## src/rtl/tm_window_sequencer.sv

```systemverilog
// Window-pass sequencer for the template-matching accumulator datapath:
// clears the sums, streams NUM_OF_LINES lines, drains the pipeline and hands off the results.
module tm_window_sequencer #(
    parameter int unsigned PIXEL_SIZE    = 8,
    parameter int unsigned LINE_SIZE     = 8,
    parameter int unsigned NUM_OF_LINES  = 8,
    parameter int unsigned NUM_TEMPLATES = 1,
    parameter int unsigned ACC_LATENCY   = 2,
    localparam int unsigned ACC_W = $clog2(NUM_OF_LINES) + $clog2(LINE_SIZE) + 2 * PIXEL_SIZE,
    localparam int unsigned IDX_W = (NUM_OF_LINES > 1) ? $clog2(NUM_OF_LINES) : 1
) (
    input  logic                             CLK,
    input  logic                             reset,
    input  logic                             start,
    input  logic                             abort,
    output logic                             busy,
    input  logic                             line_valid,
    output logic                             line_ready,
    output logic                             acc_clear,
    output logic                             acc_en,
    output logic [IDX_W-1:0]                 line_idx,
    input  logic [ACC_W-1:0]                 acc_sum_I,
    input  logic [ACC_W-1:0]                 acc_sum_I_sq,
    input  logic [ACC_W*NUM_TEMPLATES-1:0]   acc_sum_TxI,
    output logic                             res_valid,
    input  logic                             res_ready,
    output logic [ACC_W-1:0]                 res_sum_I,
    output logic [ACC_W-1:0]                 res_sum_I_sq,
    output logic [ACC_W*NUM_TEMPLATES-1:0]   res_sum_TxI
);

    localparam int unsigned DRN_W = (ACC_LATENCY > 0) ? $clog2(ACC_LATENCY + 1) : 1;
    localparam logic [IDX_W-1:0] LAST_IDX = IDX_W'(NUM_OF_LINES - 1);

    typedef enum logic [2:0] {
        IDLE   = 3'd0,
        CLEAR  = 3'd1,
        STREAM = 3'd2,
        DRAIN  = 3'd3,
        DONE   = 3'd4
    } state_t;

    state_t             state_q, state_d;
    logic [IDX_W-1:0]   line_cnt_q, line_cnt_d;
    logic [DRN_W-1:0]   drain_cnt_q, drain_cnt_d;
    logic               res_valid_d;
    logic               capture_c;
    logic               acc_en_c;

    // Next-state, counters and capture strobe; abort overrides everything outside IDLE.
    always_comb begin
        state_d     = state_q;
        line_cnt_d  = line_cnt_q;
        drain_cnt_d = drain_cnt_q;
        res_valid_d = res_valid;
        capture_c   = 1'b0;
        acc_en_c    = 1'b0;

        unique case (state_q)
            IDLE: begin
                if (start) begin
                    state_d = CLEAR;
                end
            end
            CLEAR: begin
                line_cnt_d = '0;
                state_d    = STREAM;
            end
            STREAM: begin
                acc_en_c = line_valid & line_ready;
                if (acc_en_c) begin
                    if (line_cnt_q == LAST_IDX) begin
                        drain_cnt_d = DRN_W'(ACC_LATENCY);
                        state_d     = DRAIN;
                    end else begin
                        line_cnt_d = line_cnt_q + IDX_W'(1);
                    end
                end
            end
            DRAIN: begin
                if (drain_cnt_q == '0) begin
                    capture_c   = 1'b1;
                    res_valid_d = 1'b1;
                    state_d     = DONE;
                end else begin
                    drain_cnt_d = drain_cnt_q - DRN_W'(1);
                end
            end
            DONE: begin
                if (res_ready) begin
                    res_valid_d = 1'b0;
                    line_cnt_d  = '0;
                    state_d     = IDLE;
                end
            end
            default: begin
                state_d = IDLE;
            end
        endcase

        if (abort && (state_q != IDLE)) begin
            state_d     = IDLE;
            line_cnt_d  = '0;
            drain_cnt_d = '0;
            res_valid_d = 1'b0;
            capture_c   = 1'b0;
            acc_en_c    = 1'b0;
        end
    end

    // State, counters and registered status outputs decoded from the next state.
    always_ff @(posedge CLK or negedge reset) begin
        if (!reset) begin
            state_q     <= IDLE;
            line_cnt_q  <= '0;
            drain_cnt_q <= '0;
            busy        <= 1'b0;
            line_ready  <= 1'b0;
            acc_clear   <= 1'b0;
            res_valid   <= 1'b0;
        end else begin
            state_q     <= state_d;
            line_cnt_q  <= line_cnt_d;
            drain_cnt_q <= drain_cnt_d;
            busy        <= (state_d != IDLE);
            line_ready  <= (state_d == STREAM);
            acc_clear   <= (state_d == CLEAR);
            res_valid   <= res_valid_d;
        end
    end

    // Result capture: sums are taken verbatim and held until the next capture.
    always_ff @(posedge CLK or negedge reset) begin
        if (!reset) begin
            res_sum_I    <= '0;
            res_sum_I_sq <= '0;
            res_sum_TxI  <= '0;
        end else if (capture_c) begin
            res_sum_I    <= acc_sum_I;
            res_sum_I_sq <= acc_sum_I_sq;
            res_sum_TxI  <= acc_sum_TxI;
        end
    end

    assign acc_en   = acc_en_c;
    assign line_idx = line_cnt_q;

endmodule
```

## config.mk

```make
export PLATFORM = sky130hd
export DESIGN_NAME = tm_window_sequencer
export DESIGN_NICKNAME = d
export VERILOG_FILES = /design/src/rtl/tm_window_sequencer.sv
export SDC_FILE = /design/constraint.sdc
export NUM_CORES = 1
export LEC_CHECK = 0
export CAP_MARGIN = 20
export CELL_PAD_IN_SITES_DETAIL_PLACEMENT = 0
export CELL_PAD_IN_SITES_GLOBAL_PLACEMENT = 1
export CORE_MARGIN = 2
export CORE_UTILIZATION = 34
export CTS_CLUSTER_SIZE = 14
export DETAILED_ROUTE_END_ITERATION = 7
export GPL_TIMING_DRIVEN = 0
export PLACE_DENSITY_LB_ADDON = 0.1
export SLEW_MARGIN = 10
export SYNTH_ARGS = -nofsm -noshare
export SYNTH_HDL_FRONTEND = slang
export SYNTH_SLANG_ARGS = --single-unit
```

## constraint.sdc

```tcl
create_clock -name CLK -period 5.3 [get_ports CLK]
set_input_delay 0.795 -clock CLK [delete_from_list [all_inputs] [get_ports CLK]]
set_output_delay 0.795 -clock CLK [all_outputs]
set_load 0.01 [all_outputs]
```

# ---- After elaboration in Yosys (flattened, before gate mapping)
# Cells that the tools add are included.
dict set report classes {
  addsub 2
  n_mul 0
  div_mod_pow 0
  order_cmp 0
  eq_ne 13
  n_shift 0
  muxes 26
  bitwise_logic 1
  reduce_logical 11
}
# op n
set ops {}
lappend ops {{two-way mux 3 bit} 10}
lappend ops {{inequality test 3 bit, second input constant} 6}
lappend ops {{case mux 3 bit (5 select lines)} 1}
lappend ops {{nonzero test 3 bit} 4}
lappend ops {{== test 3 x 2 -> 1 bit, second input constant} 3}
lappend ops {{case mux 3 bit (3 select lines)} 1}
lappend ops {{two-way mux 1 bit} 8}
lappend ops {{two-way mux 2 bit} 4}
lappend ops {{AND reduction 4 bit} 2}
lappend ops {{== test 3 x 1 -> 1 bit, second input constant} 2}
lappend ops {{== test 3 bit, second input constant} 2}
lappend ops {{case mux 2 bit (2 select lines)} 1}
lappend ops {{nonzero test 4 bit} 1}
lappend ops {{adder 3 x 1 -> 3 bit, second input constant} 1}
lappend ops {{logical NOT 3 bit} 1}
lappend ops {{AND reduction 3 bit} 1}
lappend ops {{logical NOT 2 bit} 1}
lappend ops {{case mux 1 bit (2 select lines)} 1}
lappend ops {{subtractor 2 x 1 -> 2 bit, second input constant} 1}
lappend ops {{AND 1 bit} 1}
lappend ops {{logical AND 1 bit} 1}
dict set report word_totals {
  reg_bits 78
  latchBits 0
  ram_bits 0
  mem_bits_ro 0
  input_bits 72
  out_inout_bits 74
  n_memories 0
}

# ---- Depth between registers and ports, before layout
# Gate-level depths: netlist of run 1.
dict set report logic_depth {
  ltp_word 6
  depth_mapped 7
  depth_no_buf 6
}

# ---- Worst setup path after synthesis of run 1
# No wires, ideal clock.
dict set report synth_timing {
  path_kind {input to output}
  start {input port abort}
  end {output port acc_en}
  arrival_ns 1.469
  required_ns 4.505
  slack_ns 3.036
  stages 3
  n_path_buf 2
  path_cell_list {clkbuf_1 clkbuf_1 nor3_1}
}
dict set report synth_via {
  elab_chain_cells 2
}
# item line
set synth_lines {}
lappend synth_lines {{from (decl)} 15} ;# input logic abort,
lappend synth_lines {{logical AND 1 bit} 101} ;# if (abort && (state_q != IDLE)) begin
lappend synth_lines {{two-way mux 1 bit} 101}
lappend synth_lines {{to (decl)} 20} ;# output logic acc_en,
# Every way passes these cells.

# ---- Worst setup path after layout of run 1
dict set report layout_timing {
  start {input port line_valid}
  end {output port acc_en}
}
dict set report layout_via {
  elab_chain_cells 3
}
# item line
set layout_lines {}
lappend layout_lines {{from (decl)} 17} ;# input logic line_valid,
lappend layout_lines {{AND 1 bit} 70} ;# acc_en_c = line_valid & line_ready;
lappend layout_lines {{two-way mux 1 bit} 59} ;# unique case (state_q)
lappend layout_lines {{two-way mux 1 bit} 101}
# Every way passes these cells.

==> results.tsv, run 1 <==
metric	value	unit
CTS tree	yes	
initial antenna violation count	0	
clock sink count	78	
share of cells above drive strength 1	15.08	%
largest net degree at the start of global routing	53	
f_max	0.3389	GHz
port bufs	144	
Max VDD drop	222.2	µV
Bufs on Longest Clock Path	2	
Int Power	1.793	mW
commonest non-fill, non-tap cell in the layout	clkdlybuf4s50_1	
CP Capture Type	output port	
H-tree depth	3	
worst setup margin	2349	ps
io pins	146	
number of global-route vias before repair	2229	
synthesized area	0.003163	mm²
Worst R2R Path Depth	7	
Vias	2307	
Layout Nets	448	
Sequential Power Share	38.6	%
row cnt	35	
reg-to-reg startpoint	drain_cnt_q[0]$_DFFE_PN0P_	
Initial Utilization	34.56	%
clock root buffer	clkbuf_8	
internal reg-to-reg setup slack	3360	ps
Die X	100.5	µm
worst-path maximum fanout	3	
Slew HR	70.79	%
hold-fix buffer count after cts	0	
total grt overflow	0	
worst flop-to-flop path endpoint	res_sum_I[2]$_DFFE_PN0P_	
RSZ-0062 raised after global routing	false	
CP startpoint kind	input port	
most frequent cells in the layout	clkdlybuf4s50_1 (143), dfrtp_1 (78), mux2_1 (40)	
post-CTS resize count	0	
Post-CTS Setup Repair Bufs	0	
fin cells	489	
Critical Path AT	2160	ps
Final Setup Violations	0	
crit share post-route	55.67	%
DP HPWL	5493	µm
drt first pass iters	4	
dpl ws	2355	ps
Area Growth Syn to Fin	57.56	%
Worst Skew	11.96	ps
Max Transition Viols Final	0	
Fin Setup TNS	0	ps
Netlist cell types	35	
Mapped Cells	217	
min cycle time layout	2951	ps
synthesis-stage register bit count	78	
die area	0.01009	mm²
# DRC	0	
Post-Syn Nets	292	
critical path class	input port to output port	
Data required, critical path	4510	ps
pin slew with the least headroom to its limit	438.2	ps
Core Region	0.009153	mm²
gpl congestion	0.8102	
LEAKAGE	2.140	nW
Sw Pwr	0.7446	mW
PD cells	509.2	mW/mm²
status	finished clean	
ant diodes	0	
clk_lat worst skew	340	ps
Hold WS	363.0	ps
DIE HEIGHT	100.5	µm
sequential cell area fraction in the yosys report	61.71	%
Placed Cells incl. Taps	473	
first-pass GRT wire length	11390	µm
final wirelength	7293	µm
max_cap viols	0	
Iter 0 DRT Violations	52	
WL per Instance	14.91	µm
CTS buffer count	9	
final hold violation count	0	
clock power share	19.1	%
Logic pwr share	42.3	%
Total GRT Usage	14.61	%
Hold Crit Class	input port to asynchronous set/reset pin	
sw frac	29.34	%
Syn. warnings	0	
final antenna-violating net count	0	
vias per cell	4.718	
clk slew on worst S/H paths	80	ps
Avg Cell Area, Syn	14.58	µm²
==> metrics by stage <==
step | power, mW | util, % | area [µm²]
floorplan | 1.426 | - | 3163
global placement | 2.062 | 51.82 | 4743
detailed placement | 2.081 | 52.10 | 4768
CTS | 2.582 | 54.45 | 4984
global route | 2.699 | 54.45 | 4984
finish | 2.538 | 54.45 | 4984
==> cells by family after synthesis <==
| kind of cell | Yosys count | share of synthesized area (%) |
|---|---|---|
| adders and majority gates | 3 | 1.187 |
| AOI/OAI and AO/OA | 24 | 4.787 |
| and+or+nand+nor | 29 | 5.539 |
| buffers and inverters | 17 | 3.283 |
| DFF | 78 | 61.71 |
| muxes | 66 | 23.50 |
==> state kept, by name, summed over array words and instances (netlist names) <==
signal        flops
res_sum_I        22
res_sum_I_sq     22
res_sum_TxI      22
line_idx          3
state_q           3
drain_cnt_q       2
acc_clear         1
busy              1
line_ready        1
res_valid         1
==> worst max-delay path, cell delays in order <==
cell	delay [ps]
clkdlybuf4s50_1	490
nand4b_1	150
nor3_1	160
clkdlybuf4s50_1	560
==> per-layer routing <==
layer	global-route usage, %	vias up	routed length [µm]
li1	-	1088	-
met1	19.44	1124	3237
met2	22.72	88	3521
met3	4.300	7	453
met4	5.374	0	81
met5	0	-	0
==> final cells by class <==
cell class | count | area (µm²)
Tap cell | 111 | 138.9
Clock buffer | 11 | 131.4
Fill cell | 786 | 4169
Inverter | 4 | 15.01
Timing Repair Buffer | 145 | 1466
Clock inverter | 5 | 83.83
Sequential cell | 78 | 1952
Multi-Input combinational cell | 122 | 1107
Buffer | 13 | 88.84
==> power groups by stage <==
stage                     combinational, mW  sequential (mW)  clock (mW)
after floorplan                       0.315             1.11           0
after global placement                 1.08            0.985           0
after detailed placement               1.09            0.995           0
after CTS                              1.09            0.984       0.510
after global routing                   1.15             1.02       0.531
final                                  1.07            0.980       0.484
==> cells in the mapped netlist, drive strengths merged <==
library cell	n	area, µm²
dfrtp	78	1952
nor4b	1	8.760
or2	1	6.260
nand3	4	20.02
ha	3	37.54
mux2	66	743.2
o21ai	6	30.03
a21oi	7	35.03
nor3	4	20.02
nor2	3	13.77
or3b	1	8.760
o22a	2	17.52
nand2	3	11.26
nand4b	1	8.760
buf	10	77.57
a211oi	1	7.510
o21a	1	7.510
o221a	1	11.26
clkbuf	3	11.26
nand3b	1	7.510
and2	1	6.260
o31ai	2	15.01
nor4	1	6.260
o22ai	3	18.77
inv	4	15.01
and3	1	6.260
a2bb2oi	1	8.760
or3	1	6.260
nor2b	3	26.27
nand2b	3	18.77
==> worst max path at each step <==
| stage | end | slack [ps] | startpoint |
|---|---|---|---|
| floorplan | acc_en | 3040 | abort |
| global route | acc_en | 2280 | line_valid |
| finish | acc_en | 2350 | line_valid |
| global placement | res_sum_I_sq[9]$_DFFE_PN0P_ | 550 | reset |
| CTS | acc_en | 2350 | line_valid |
| detailed placement | acc_en | 2360 | line_valid |
No activity file was read; power rests on OpenSTA's default activity.
==> run 2, diff against run 1 <==
Settings changed: CORE_UTILIZATION 34 to 32.
Clock period 5.3 ns to 3 ns, I/O delays scaled along.
==> results.tsv, run 2 (synthesized netlist as in run 1, its figures left out) <==
metric	value	unit
RSZ-0062 raised after global routing	false	
Layout Nets	448	
Bufs on Longest Clock Path	2	
Post-CTS Setup Repair Bufs	0	
Total GRT Usage	13.79	%
internal reg-to-reg setup slack	1030	ps
Die X	103.4	µm
Hold Crit Class	input port to asynchronous set/reset pin	
Initial Utilization	32.66	%
Max Transition Viols Final	0	
post-CTS resize count	0	
initial antenna violation count	0	
pin slew with the least headroom to its limit	429.0	ps
Critical Path AT	1880	ps
Final Setup Violations	0	
gpl congestion	0.8266	
post-route cell area	0.004986	mm²
Max VDD drop	340.6	µV
share of cells above drive strength 1	15.08	%
total grt overflow	0	
Worst Skew	10.98	ps
biggest regs	res_sum_I x22, res_sum_I_sq x22, res_sum_TxI x22	
io pins	146	
Core Region	0.009684	mm²
clk_lat worst skew	350	ps
max_cap viols	0	
die area	0.01070	mm²
hold-fix buffer count after cts	0	
CP Capture Type	output port	
commonest non-fill, non-tap cell in the layout	clkdlybuf4s50_1	
vias per cell	4.491	
ant diodes	0	
Worst R2R Path Depth	7	
largest net degree at the start of global routing	51	
Vias	2295	
drt first pass iters	4	
CTS tree	yes	
first-pass GRT wire length	11210	µm
Slew HR	71.40	%
final antenna-violating net count	0	
LEAKAGE	2.130	nW
worst-path maximum fanout	3	
final hold violation count	0	
port bufs	144	
clk slew on worst S/H paths	80	ps
PD cells	883.1	mW/mm²
CP startpoint kind	input port	
clock root buffer	clkbuf_8	
DIE HEIGHT	103.4	µm
worst flop-to-flop path endpoint	res_sum_I[10]$_DFFE_PN0P_	
WL per Instance	14.52	µm
Cell Area, Placed	0.004796	mm²
crit share post-route	77.53	%
most frequent cells in the layout	clkdlybuf4s50_1 (143), dfrtp_1 (78), mux2_1 (40)	
H-tree depth	3	
Area Growth Syn to Fin	57.63	%
status	finished clean	
Iter 0 DRT Violations	43	
critical path class	input port to output port	
number of global-route vias before repair	2187	
# DRC	0	
post-layout util	51.49	%
DP HPWL	5485	µm
Final Power	4.403	mW
clock sink count	78	
f_max	0.4299	GHz
row cnt	36	
CTS buffer count	9	
min cycle time layout	2326	ps
reg-to-reg startpoint	drain_cnt_q[0]$_DFFE_PN0P_	
final wirelength	7421	µm
Data required, critical path	2550	ps
[run 2: cell count changes in the layout (fill, tap and decap cells not counted)]
cell       before  now
clkinv_2        0    1
inv_6           0    1
bufinv_16       2    1
clkinv_4        1    0
[run 2: worst max path at each step]
stage                                              to                  startpoint  depth (start not counted)  slack, ps
after floorplan              res_sum_I[0]$_DFFE_PN0P_  drain_cnt_q[0]$_DFFE_PN0P_                          7       1310
after global placement    res_sum_I_sq[0]$_DFFE_PN0P_                       reset                          1      -1550
after detailed placement                       acc_en                  line_valid                          4        680
after CTS                                      acc_en                  line_valid                          4        660
after global routing                           acc_en                  line_valid                          4        600
final                                          acc_en                  line_valid                          4        670
[run 2: power by group]
| part | internal (mW) | switching (mW) |
|---|---|---|
| combinational | 1.18 | 0.707 |
| clock | 0.387 | 0.395 |
| sequential | 1.51 | 0.219 |
| total | 3.08 | 1.32 |
[run 2: stage by stage]
step                TNS (ps)  hold WS [ps]  cells  setup WS (ps)
CTS                        0         21.13    511          661.5
floorplan                  0         154.4    217           1308
global placement     -120360         466.3    494          -1549
global route               0         30.50    511          599.9
detailed placement         0         412.7    495          677.2
finish                     0         23.72    511          674.0
[run 2: per-layer routing]
metal / GRT usage (%) / part of all wire (%)
met1: 18.52 / 44
met2: 19.85 / 46
met3: 5.242 / 9.1
met4: 6.073 / 1.3
met5: 0 / 0
[run 2: worst max-delay path, stage by stage]
cell and delay (ps):
clkdlybuf4s50_1 510, nand4b_1 190, nor3_1 170, clkdlybuf4s50_1 560
[run 2: layout make-up]
| type | count | area [µm²] |
|---|---|---|
| timing repair buffer | 145 | 1466 |
| tap | 133 | 166.4 |
| sequential | 78 | 1952 |
| buffer | 13 | 88.84 |
| clock inverter | 5 | 58.81 |
| inverter | 4 | 15.01 |
| fill | 860 | 4698 |
| multi-input combinational | 122 | 1107 |
| clock buffer | 11 | 131.4 |
